File: src/rtl/alarm_scheduler.sv
// alarm_scheduler: settable daily alarm with single-pulse trigger; optional snooze enabled by `SNOOZE_EN
module alarm_scheduler #(
    parameter int RESET_HOUR = 6,
    parameter int RESET_MIN  = 0,
    parameter int SNOOZE_MIN = 5
) (
    input  logic       clk,
    input  logic       reset,
    input  logic [4:0] cur_hour,
    input  logic [5:0] cur_min,
    input  logic [5:0] cur_sec,
    input  logic       alarm_en,
    input  logic       btn_set,
    input  logic       btn_up,
    input  logic       btn_down,
    input  logic       btn_clear,
`ifdef SNOOZE_EN
    input  logic       btn_snooze,
`endif
    output logic       alarm,
    output logic [4:0] alarm_hour,
    output logic [5:0] alarm_min,
    output logic [1:0] edit_mode,
    output logic       ringing
);
    typedef enum logic [2:0] {
        IDLE,
        SET_HOUR,
        SET_MIN,
`ifdef SNOOZE_EN
        SNOOZE,
`endif
        RINGING
    } state_t;

    state_t     state_q, state_d;
    logic [4:0] hour_q, hour_d;
    logic [5:0] min_q, min_d;
    logic       match_dly_q, match_dly_d;
    logic       alarm_q, alarm_d;
    logic       match, up_only, down_only;
`ifdef SNOOZE_EN
    logic [4:0] tgt_hour_q, tgt_hour_d;
    logic [5:0] tgt_min_q, tgt_min_d;
    logic       smatch_dly_q, smatch_dly_d;
    logic       smatch, carry;
    logic [6:0] snz_sum;
`endif

    assign match      = (cur_hour == hour_q) && (cur_min == min_q) && (cur_sec == 6'd0);
    assign up_only    = btn_up && !btn_down;
    assign down_only  = btn_down && !btn_up;
    assign alarm      = alarm_q;
    assign alarm_hour = hour_q;
    assign alarm_min  = min_q;
    assign ringing    = (state_q == RINGING);
    assign edit_mode  = (state_q == SET_HOUR) ? 2'b01 : (state_q == SET_MIN) ? 2'b10 : 2'b00;
`ifdef SNOOZE_EN
    assign smatch  = (cur_hour == tgt_hour_q) && (cur_min == tgt_min_q) && (cur_sec == 6'd0);
    assign snz_sum = {1'b0, cur_min} + 7'(SNOOZE_MIN);
    assign carry   = (snz_sum >= 7'd60);
`endif

    // next-state, alarm-time editing and trigger decision
    always_comb begin
        state_d     = state_q;
        hour_d      = hour_q;
        min_d       = min_q;
        alarm_d     = 1'b0;
        match_dly_d = match;
`ifdef SNOOZE_EN
        tgt_hour_d   = tgt_hour_q;
        tgt_min_d    = tgt_min_q;
        smatch_dly_d = smatch;
`endif
        case (state_q)
            IDLE: begin
                if (alarm_en && match && !match_dly_q) begin
                    alarm_d = 1'b1;
                    state_d = RINGING;
                end else if (btn_set) begin
                    state_d = SET_HOUR;
                end
            end
            SET_HOUR: begin
                if (up_only)
                    hour_d = (hour_q == 5'd23) ? 5'd0 : hour_q + 5'd1;
                else if (down_only)
                    hour_d = (hour_q == 5'd0) ? 5'd23 : hour_q - 5'd1;
                if (btn_set)
                    state_d = SET_MIN;
            end
            SET_MIN: begin
                if (up_only)
                    min_d = (min_q == 6'd59) ? 6'd0 : min_q + 6'd1;
                else if (down_only)
                    min_d = (min_q == 6'd0) ? 6'd59 : min_q - 6'd1;
                if (btn_set)
                    state_d = IDLE;
            end
            RINGING: begin
                if (btn_clear || !alarm_en) begin
                    state_d = IDLE;
`ifdef SNOOZE_EN
                end else if (btn_snooze) begin
                    state_d    = SNOOZE;
                    tgt_min_d  = carry ? 6'(snz_sum - 7'd60) : snz_sum[5:0];
                    tgt_hour_d = !carry ? cur_hour : (cur_hour == 5'd23) ? 5'd0 : cur_hour + 5'd1;
`endif
                end
            end
`ifdef SNOOZE_EN
            SNOOZE: begin
                if (btn_clear || !alarm_en) begin
                    state_d = IDLE;
                end else if (smatch && !smatch_dly_q) begin
                    alarm_d = 1'b1;
                    state_d = RINGING;
                end
            end
`endif
            default: state_d = IDLE;
        endcase
    end

    // state and alarm-time registers; match history resets high so release never triggers
    always_ff @(posedge clk or negedge reset) begin
        if (!reset) begin
            state_q     <= IDLE;
            hour_q      <= 5'(RESET_HOUR);
            min_q       <= 6'(RESET_MIN);
            match_dly_q <= 1'b1;
            alarm_q     <= 1'b0;
`ifdef SNOOZE_EN
            tgt_hour_q   <= 5'd0;
            tgt_min_q    <= 6'd0;
            smatch_dly_q <= 1'b1;
`endif
        end else begin
            state_q     <= state_d;
            hour_q      <= hour_d;
            min_q       <= min_d;
            match_dly_q <= match_dly_d;
            alarm_q     <= alarm_d;
`ifdef SNOOZE_EN
            tgt_hour_q   <= tgt_hour_d;
            tgt_min_q    <= tgt_min_d;
            smatch_dly_q <= smatch_dly_d;
`endif
        end
    end
endmodule

File: config.mk
export PLATFORM = sky130hd
export DESIGN_NAME = alarm_scheduler
export DESIGN_NICKNAME = d
export VERILOG_FILES = /design/src/rtl/alarm_scheduler.sv
export SDC_FILE = /design/constraint.sdc
export NUM_CORES = 1
export LEC_CHECK = 0
export ABC_AREA = 1
export BUFFER_PORTS_ARGS = -buffer_cell sky130_fd_sc_hd__buf_4
export CAP_MARGIN = 25
export CORE_UTILIZATION = 35
export DETAILED_ROUTE_END_ITERATION = 12
export GPL_TIMING_DRIVEN = 1
export SLEW_MARGIN = 20
export SYNTH_ARGS = -nofsm -noshare
export SYNTH_HDL_FRONTEND = slang
export SYNTH_SLANG_ARGS = --single-unit
File: constraint.sdc
create_clock -name clk -period 2.7 [get_ports clk]
set_clock_uncertainty 0.15 [all_clocks]
set_input_delay 0.54 -clock clk [delete_from_list [all_inputs] [get_ports clk]]
set_output_delay 0.54 -clock clk [all_outputs]
set_load 0.02 [all_outputs]
==> results of run 1 <==
-- cell usage in the layout (no fill, tap or decap) --
cell	Yosys	routed
dfstp_2	3	3
nand2_1	58	58
inv_1	27	27
nor2_1	25	25
clkinv_1	1	1
xnor2_1	1	1
a21oi_1	9	9
buf_4	0	39
inv_2	3	3
a21boi_2	1	1
nor3_1	2	2
dfrtp_1	12	12
clkbuf_4	0	3
clkbuf_1	0	1
nor4_1	1	1
o22ai_1	2	2
a31oi_1	1	1
or2_2	1	1
xor2_1	9	9
nand4_1	4	4
nand3_1	11	11
dlygate4sd3_1	0	1
nand3_2	1	1
ha_1	6	6
o211ai_1	2	2
o2bb2ai_1	1	1
a22oi_1	5	5
o21ai_0	7	7
-- layer usage --
metal / track usage (%) / part of all wire [%] / vias to the layer above
li1: - / - / 705
met1: 23.5 / 49 / 576
met2: 26.6 / 44 / 45
met3: 4.04 / 6.2 / 2
met4: 2.91 / 0.47 / 0
met5: 0 / 0 / -
-- worst paths after layout --
check                         startpoint       endpoint  slack (ns)  depth (start not counted)
setup reg to reg           alarm_hour[2]     state_q[1]        0.94                          9
max in group asynchronous          reset    match_dly_q        1.66                          2
min in group asynchronous          reset  alarm_hour[3]        0.50                          2
hold / removal             alarm_hour[1]  alarm_hour[1]        0.39                          2
setup / recovery           alarm_hour[2]     state_q[1]        0.94                          9
hold reg to reg            alarm_hour[1]  alarm_hour[1]        0.39                          2
-- per-stage QoR --
| step | util, % | setup WS [ns] | instance area, um^2 | std cells | hold slack, ns |
|---|---|---|---|---|---|
| 3_3_place_gp | 47.0 | 0.854 | 1600 | 278 | 0.260 |
| 4_1_cts | 48.0 | 0.927 | 1640 | 283 | 0.391 |
| 2_1_floorplan | - | 1.05 | 1270 | 195 | 0.0944 |
| 5_1_grt | 48.0 | 0.744 | 1640 | 283 | 0.446 |
| 3_5_place_dp | 47.0 | 0.832 | 1600 | 278 | 0.259 |
| 6_report | 48.0 | 0.941 | 1640 | 283 | 0.388 |
-- tightest hold or removal path, stage by stage, from the launching register on --
cell,delay [ns]
dfstp_2,0.41
nand2_1,0.06
o21ai_0,0.07
-- cells by family (layout without fill, tap and decap cells) --
kind of cell / Yosys count / in the layout / share of synthesized area [%]
XOR/XNOR: 10 / 10 / 6.90
adder cells (fa/ha/maj): 6 / 6 / 5.91
AND/OR/NAND/NOR: 103 / 103 / 33.4
AO/OA/AOI/OAI: 28 / 28 / 13.5
flip-flops: 15 / 15 / 29.9
buffers and inverters: 33 / 75 / 10.4
-- what timing repair did --
action,CTS,global route
hold buffers,1,0
endpoints found under the hold margin,12,0
endpoints found under the setup margin,0,0
-- power by group through the flow --
stage	sequential [mW]	clock [mW]	combinational (mW)
detailed placement	0.490	0	0.954
global route	0.509	0.151	1.08
floorplan	0.534	0	0.607
finish	0.489	0.130	0.956
CTS	0.488	0.136	0.959
global placement	0.494	0	0.959
-- flip-flops by register name, summed over array words and instances (netlist names) --
| signal | count |
|---|---|
| alarm_min | 6 |
| alarm_hour | 5 |
| state_q | 2 |
| alarm | 1 |
| match_dly_q | 1 |
-- layout make-up --
type | instances | area, um^2
multi-input cells | 147 | 758
fillers | 383 | 1780
flip-flops and latches | 15 | 379
repair buffers | 40 | 303
clock buffers | 4 | 26.3
inverters | 31 | 116
well taps | 46 | 57.6
==> results.py, run 1 <==
metrics = {
    "status": {
        "status": "complete, no violations",
    },
    "synth": {
        "yosys_warnings": 0,
        "ys_async_sr_fraction_pct": 100,
        "yosysTopAreaCellShare_pct": 23.6,
        "ys_types": 26,
        "synth_top_cell_by_area": "dfrtp_1",
        "syn_area_per_cell_um2": 6.51,
        "synth.most_common_cell": "nand2_1",
        "netlist_area_um2": 1270,
        "yosys-top-cells-area": "dfrtp_1 24%, nand2_1 17%, inv_1 8.0%",
        "synthFlopType": "dfrtp_1",
        "syn_inst": 195,
        "synth_edf_count": 0,
        "synth_seq_cells": 15,
        "synth_fp_nets": 225,
        "ys_seq_area_share_pct": 29.9,
        "synth_top_cells_by_count": "58 x nand2_1, 27 x inv_1, 25 x nor2_1, 12 x dfrtp_1, 11 x nand3_1",
    },
    "pwr": {
        "intPower_uw": 779,
        "p_per_area_nw_per_um2": 960,
        "leakage_nw": 0.889,
        "pwr-share-comb_pct": 60.7,
        "peakVddDrop_v": 0.000374,
        "p_sw_share_pct": 50.5,
        "p_seq_share_pct": 31.0,
        "p_clk_share_pct": 8.2,
        "switchingPower_uw": 796,
        "power_mw": 1.58,
    },
    "detailed_routing": {
        "routed_wl_um": 2990,
        "route.detailed.drc": 0,
        "firstDrtPassIters": 4,
        "viasPerCell": 4.69,
        "dr.first_iter.drc_count": 58,
        "ant_nets": 0,
        "wl_per_cell_um": 10.6,
        "vias": 1328,
    },
    "setup_path": {
        "critPathArrivalTime_ns": 1.79,
        "path_buf_inv": 1,
        "critPathLaunchType": "flop",
        "critical_path_class": "reg -> reg",
        "path_cells": "inv_1 -> nand2_1 -> nand4_1 -> nor2_1 -> nand3_2 -> nand2_1 -> nand2_1 -> nand2_1 -> nand2_1",
        "cp_slowest_stage_delay_ns": 0.61,
        "endpoint_kind": "flop",
        "crit_family": "simple AND/OR/NAND/NOR gates",
        "required_ns": 2.73,
        "worstPathMaxFanout": 7,
        "path_common_cell": "nand2_1",
        "crit_slowest_cell": "dfstp_2",
    },
    "sta": {
        "worstMarginPinSlew_ns": 0.374,
        "fin_crit_sh_pct": 65.2,
        "finalMaxSlewViolations": 0,
        "finalHoldViolCount": 0,
        "fmax_ghz": 0.568,
        "maxSlewHeadroom_pct": 74.9,
        "min_period_ns": 1.76,
        "rsz0062_at_grt": "false",
        "fin_setup_tns_ns": 0,
        "setup_viol": 0,
    },
    "clocking": {
        "insertion_delay_ns": 0.28,
        "clk_pin_slew_ns": 0.09,
        "postCtsResizedCells": 0,
        "cts-root-buf": "clkbuf_4",
        "clock_path_buffers": 2,
        "cts_setup_buffers": 0,
        "cts_made_buffers": 3,
        "htree_levels": 1,
        "clock_sinks": 15,
        "tritoncts": "done",
    },
    "die": {
        "fp-row-count": 21,
        "coreArea_um2": 3420,
        "chipHeight_um": 62.2,
        "die-area_um2": 3870,
        "ioPinCount": 39,
        "start_util_pct": 37.2,
        "die_w_um": 62.2,
    },
    "placement": {
        "portBuffers": 38,
        "place.gp.congestion": 0.832,
        "dp_hpwl_um": 2290,
    },
    "flow_run": {
        "drv_cap": 0,
    },
    "layout": {
        "syn2layout_area_growth_pct": 29.2,
        "drive_above_1_share_pct": 21.5,
        "layout.nets": 268,
        "n_antenna_cell": 0,
    },
    "global_routing": {
        "grt_max_degree": 16,
        "grt_remaining_overflow": 0,
        "grt_pass1_vias": 1215,
        "grt_pass1_wl_um": 5270,
        "antenna_found_initial": 0,
        "grt_usage_pct": 16.8,
    },
    "worst_hold_path": {
        "min_path_type": "reg -> reg",
    },
}
No activity file was read; power rests on OpenSTA's default activity.
==> run 2, diff against run 1 <==
--- a/config.mk
+++ b/config.mk
@@ -5,7 +5,7 @@
 export SDC_FILE = /design/constraint.sdc
 export NUM_CORES = 1
 export LEC_CHECK = 0
-export ABC_AREA = 1
+export ABC_AREA = 0
 export BUFFER_PORTS_ARGS = -buffer_cell sky130_fd_sc_hd__buf_4
 export CAP_MARGIN = 25
 export CORE_UTILIZATION = 35
==> constraint.sdc (replaced) <==
create_clock -name clk -period 1.85 [get_ports clk]
set_clock_uncertainty 0.15 [all_clocks]
set_input_delay 0.37 -clock clk [delete_from_list [all_inputs] [get_ports clk]]
set_output_delay 0.37 -clock clk [all_outputs]
set_load 0.02 [all_outputs]
==> results.py, run 2 <==
metrics = {
    "status": {
        "status": "complete, no violations",
    },
    "synth": {
        "synth_seq_cells": 15,
        "synth_top_cell_by_area": "dfrtp_1",
        "syn_inst": 154,
        "synth_top_cells_by_count": "12 x dfrtp_1, 12 x nand2_1, 11 x nor2_1",
        "synth_top_family_by_area": "simple AND/OR/NAND/NOR gates",
        "yosys-top-cells-area": "dfrtp_1 24%, dfstp_2 6.2%, ha_1 5.9%",
        "syn_area_per_cell_um2": 8.27,
        "synth.area.mux_share_pct": 2.55,
        "synth_compound_area_share_pct": 20.8,
        "synth_xor_area_share_pct": 7.56,
        "yosysTopAreaCellShare_pct": 23.6,
        "synth_edf_count": 0,
        "ys_types": 49,
        "netlist_area_um2": 1270,
        "yosys_warnings": 0,
        "synthFlopType": "dfrtp_1",
        "synth_fa_ha_area_share_pct": 5.89,
        "ys_seq_area_share_pct": 29.8,
        "synth_fp_nets": 184,
        "ys_async_sr_fraction_pct": 100,
        "synth-simple-area-share_pct": 26.4,
    },
    "layout": {
        "layout_common_cells": "50 x buf_4, 12 x nand2_1, 11 x nor2_1, 9 x a21oi_1, 9 x dfrtp_1",
        "multi_input_area_um2": 822,
        "largest_reg_flops": 6,
        "final_common_cell": "buf_4",
        "n_antenna_cell": 0,
        "final_cell_area_um2": 1710,
        "n_fill_cell": 363,
        "drive_above_1_share_pct": 34.8,
        "seqCellArea_um2": 383,
        "syn2layout_area_growth_pct": 34.3,
        "layout.nets": 229,
    },
    "setup_path": {
        "crit_family": "flip-flops",
        "required_ns": 1.92,
        "path_buf_inv": 2,
        "r2r-start": "alarm_hour[1]",
        "endpoint_kind": "flop",
        "crit_start": "alarm_hour[1]",
        "crit_slowest_cell": "dfstp_2",
        "critical_path_depth": 6,
        "path_common_cell": "inv_1",
        "cp_slowest_stage_delay_ns": 0.59,
        "path_cells": "inv_1 -> ha_1 -> inv_1 -> o21ai_1 -> mux4_2 -> o21ai_2",
        "r2r_end": "alarm_hour[3]",
        "cp-endpoint": "alarm_hour[3]",
        "critPathArrivalTime_ns": 1.85,
        "reg2reg_setup_slack_ns": 0.07,
        "critPathLaunchType": "flop",
        "ff2ff_path_depth": 6,
        "worstPathMaxFanout": 6,
        "critical_path_class": "reg -> reg",
    },
    "sta": {
        "fin_crit_sh_pct": 96.2,
        "finalHoldViolCount": 0,
        "worstMarginPinSlew_ns": 0.369,
        "fin_setup_tns_ns": 0,
        "setup_viol": 0,
        "maxSlewHeadroom_pct": 75.2,
        "finalMaxSlewViolations": 0,
        "fmax_ghz": 0.562,
        "worst_slack_ns": 0.0711,
        "min_period_ns": 1.78,
        "rsz0062_at_grt": "true",
    },
    "detailed_routing": {
        "firstDrtPassIters": 6,
        "dr.first_iter.drc_count": 52,
        "route.detailed.drc": 0,
        "wl_per_cell_um": 13.3,
        "routed_wl_um": 3250,
        "met3_length_um": 126,
        "vias": 1273,
        "wl_met1_um": 1440,
        "highest-signal-layer": "met4",
        "wl_met2_um": 1670,
        "ant_nets": 0,
        "viasPerCell": 5.22,
    },
    "global_routing": {
        "grt_usage_pct": 17.6,
        "grt_remaining_overflow": 0,
        "grt_pass1_vias": 1255,
        "grt_max_degree": 16,
        "grt_pass1_wl_um": 5500,
        "antenna_found_initial": 0,
    },
    "clocking": {
        "clk_pin_slew_ns": 0.10,
        "clock_path_buffers": 2,
        "tritoncts": "done",
        "cts-root-buf": "clkbuf_4",
        "cts_made_buffers": 3,
        "htree_levels": 1,
        "insertion_delay_ns": 0.29,
        "clock_sinks": 15,
    },
    "pwr": {
        "p_per_area_nw_per_um2": 1440,
        "leakage_nw": 0.761,
        "peakVddDrop_v": 0.000731,
    },
    "worst_hold_path": {
        "min_path_type": "in -> reg",
        "min_path_cells": 3,
    },
    "placement": {
        "pre_cts_slack_ns": 0.00394,
        "portBuffers": 38,
        "placed_area_um2": 1630,
        "place.gp.congestion": 0.841,
        "dp_hpwl_um": 2520,
    },
    "die": {
        "die-area_um2": 3880,
        "chipHeight_um": 62.3,
        "coreArea_um2": 3420,
        "start_util_pct": 37.3,
        "die_w_um": 62.3,
        "fp-row-count": 21,
        "ioPinCount": 39,
    },
    "flow_run": {
        "drv_cap": 0,
    },
}
==> run 2: routing by layer <==
layer,global-route usage (%),vias up
li1,-,641
met1,21.4,609
met2,31.9,21
met3,4.78,2
met4,1.74,0
met5,0,-
==> run 2: worst min-delay path by stage <==
stage	from	endpoint	slack (ns)
detailed placement	reset	alarm_hour[0]	0.09
CTS	btn_set	state_q[0]	0.23
finish	btn_set	state_q[0]	0.23
global placement	reset	alarm_hour[0]	0.09
floorplan	reset	alarm	-0.08
global route	btn_set	state_q[0]	0.25
==> run 2: where the power goes <==
group / total (mW) / switching (mW) / internal [mW] / leakage, nW
clock: 0.197 / 0.114 / 0.0838 / 0.0150
sequential: 0.777 / 0.294 / 0.483 / 0.174
combinational: 1.49 / 0.768 / 0.719 / 0.572
==> run 2: layout make-up <==
cell class / instances / share of cell area [%]
multi-input combinational: 119 / 48.1
inverter: 9 / 2.12
clock buffer: 4 / 1.54
tap: 46 / 3.37
timing repair buffer: 51 / 22.5
sequential: 15 / 22.4
==> run 2: logic make-up after synthesis <==
kind of cell / Yosys count
AND/OR/NAND/NOR: 59
AO/OA/AOI/OAI: 41
buffers and inverters: 20
flip-flops: 15
XOR/XNOR: 11
adder cells (fa/ha/maj): 6
multiplexers: 2
==> run 2: through the flow <==
step / hold WS, ns / instances / total power, mW / utilization, %
final: 0.225 / 244 / 2.46 / 50.1
after global routing: 0.246 / 244 / 2.67 / 50.1
after detailed placement: 0.0900 / 236 / 2.20 / 47.8
after global placement: 0.0895 / 236 / 2.17 / 47.8
after CTS: 0.232 / 241 / 2.40 / 48.9
after floorplan: -0.0756 / 154 / 1.70 / -
==> run 2: what timing repair did <==
item                                    in CTS  in global routing
hold endpoints to repair                    12                  0
endpoints found under the setup margin       1                  6
cloned                                       0                  0
setup buffers                                0                  3
resized for setup                            1                  5
hold buffers                                 1                  0
pin swaps                                    0                  1
==> run 2: worst reg2reg max path: stages, from the launching register on <==
cell and delay (ns):
dfstp_2 0.59, inv_1 0.06, ha_1 0.18, inv_1 0.06, o21ai_1 0.05, mux4_2 0.48
o21ai_2 0.13
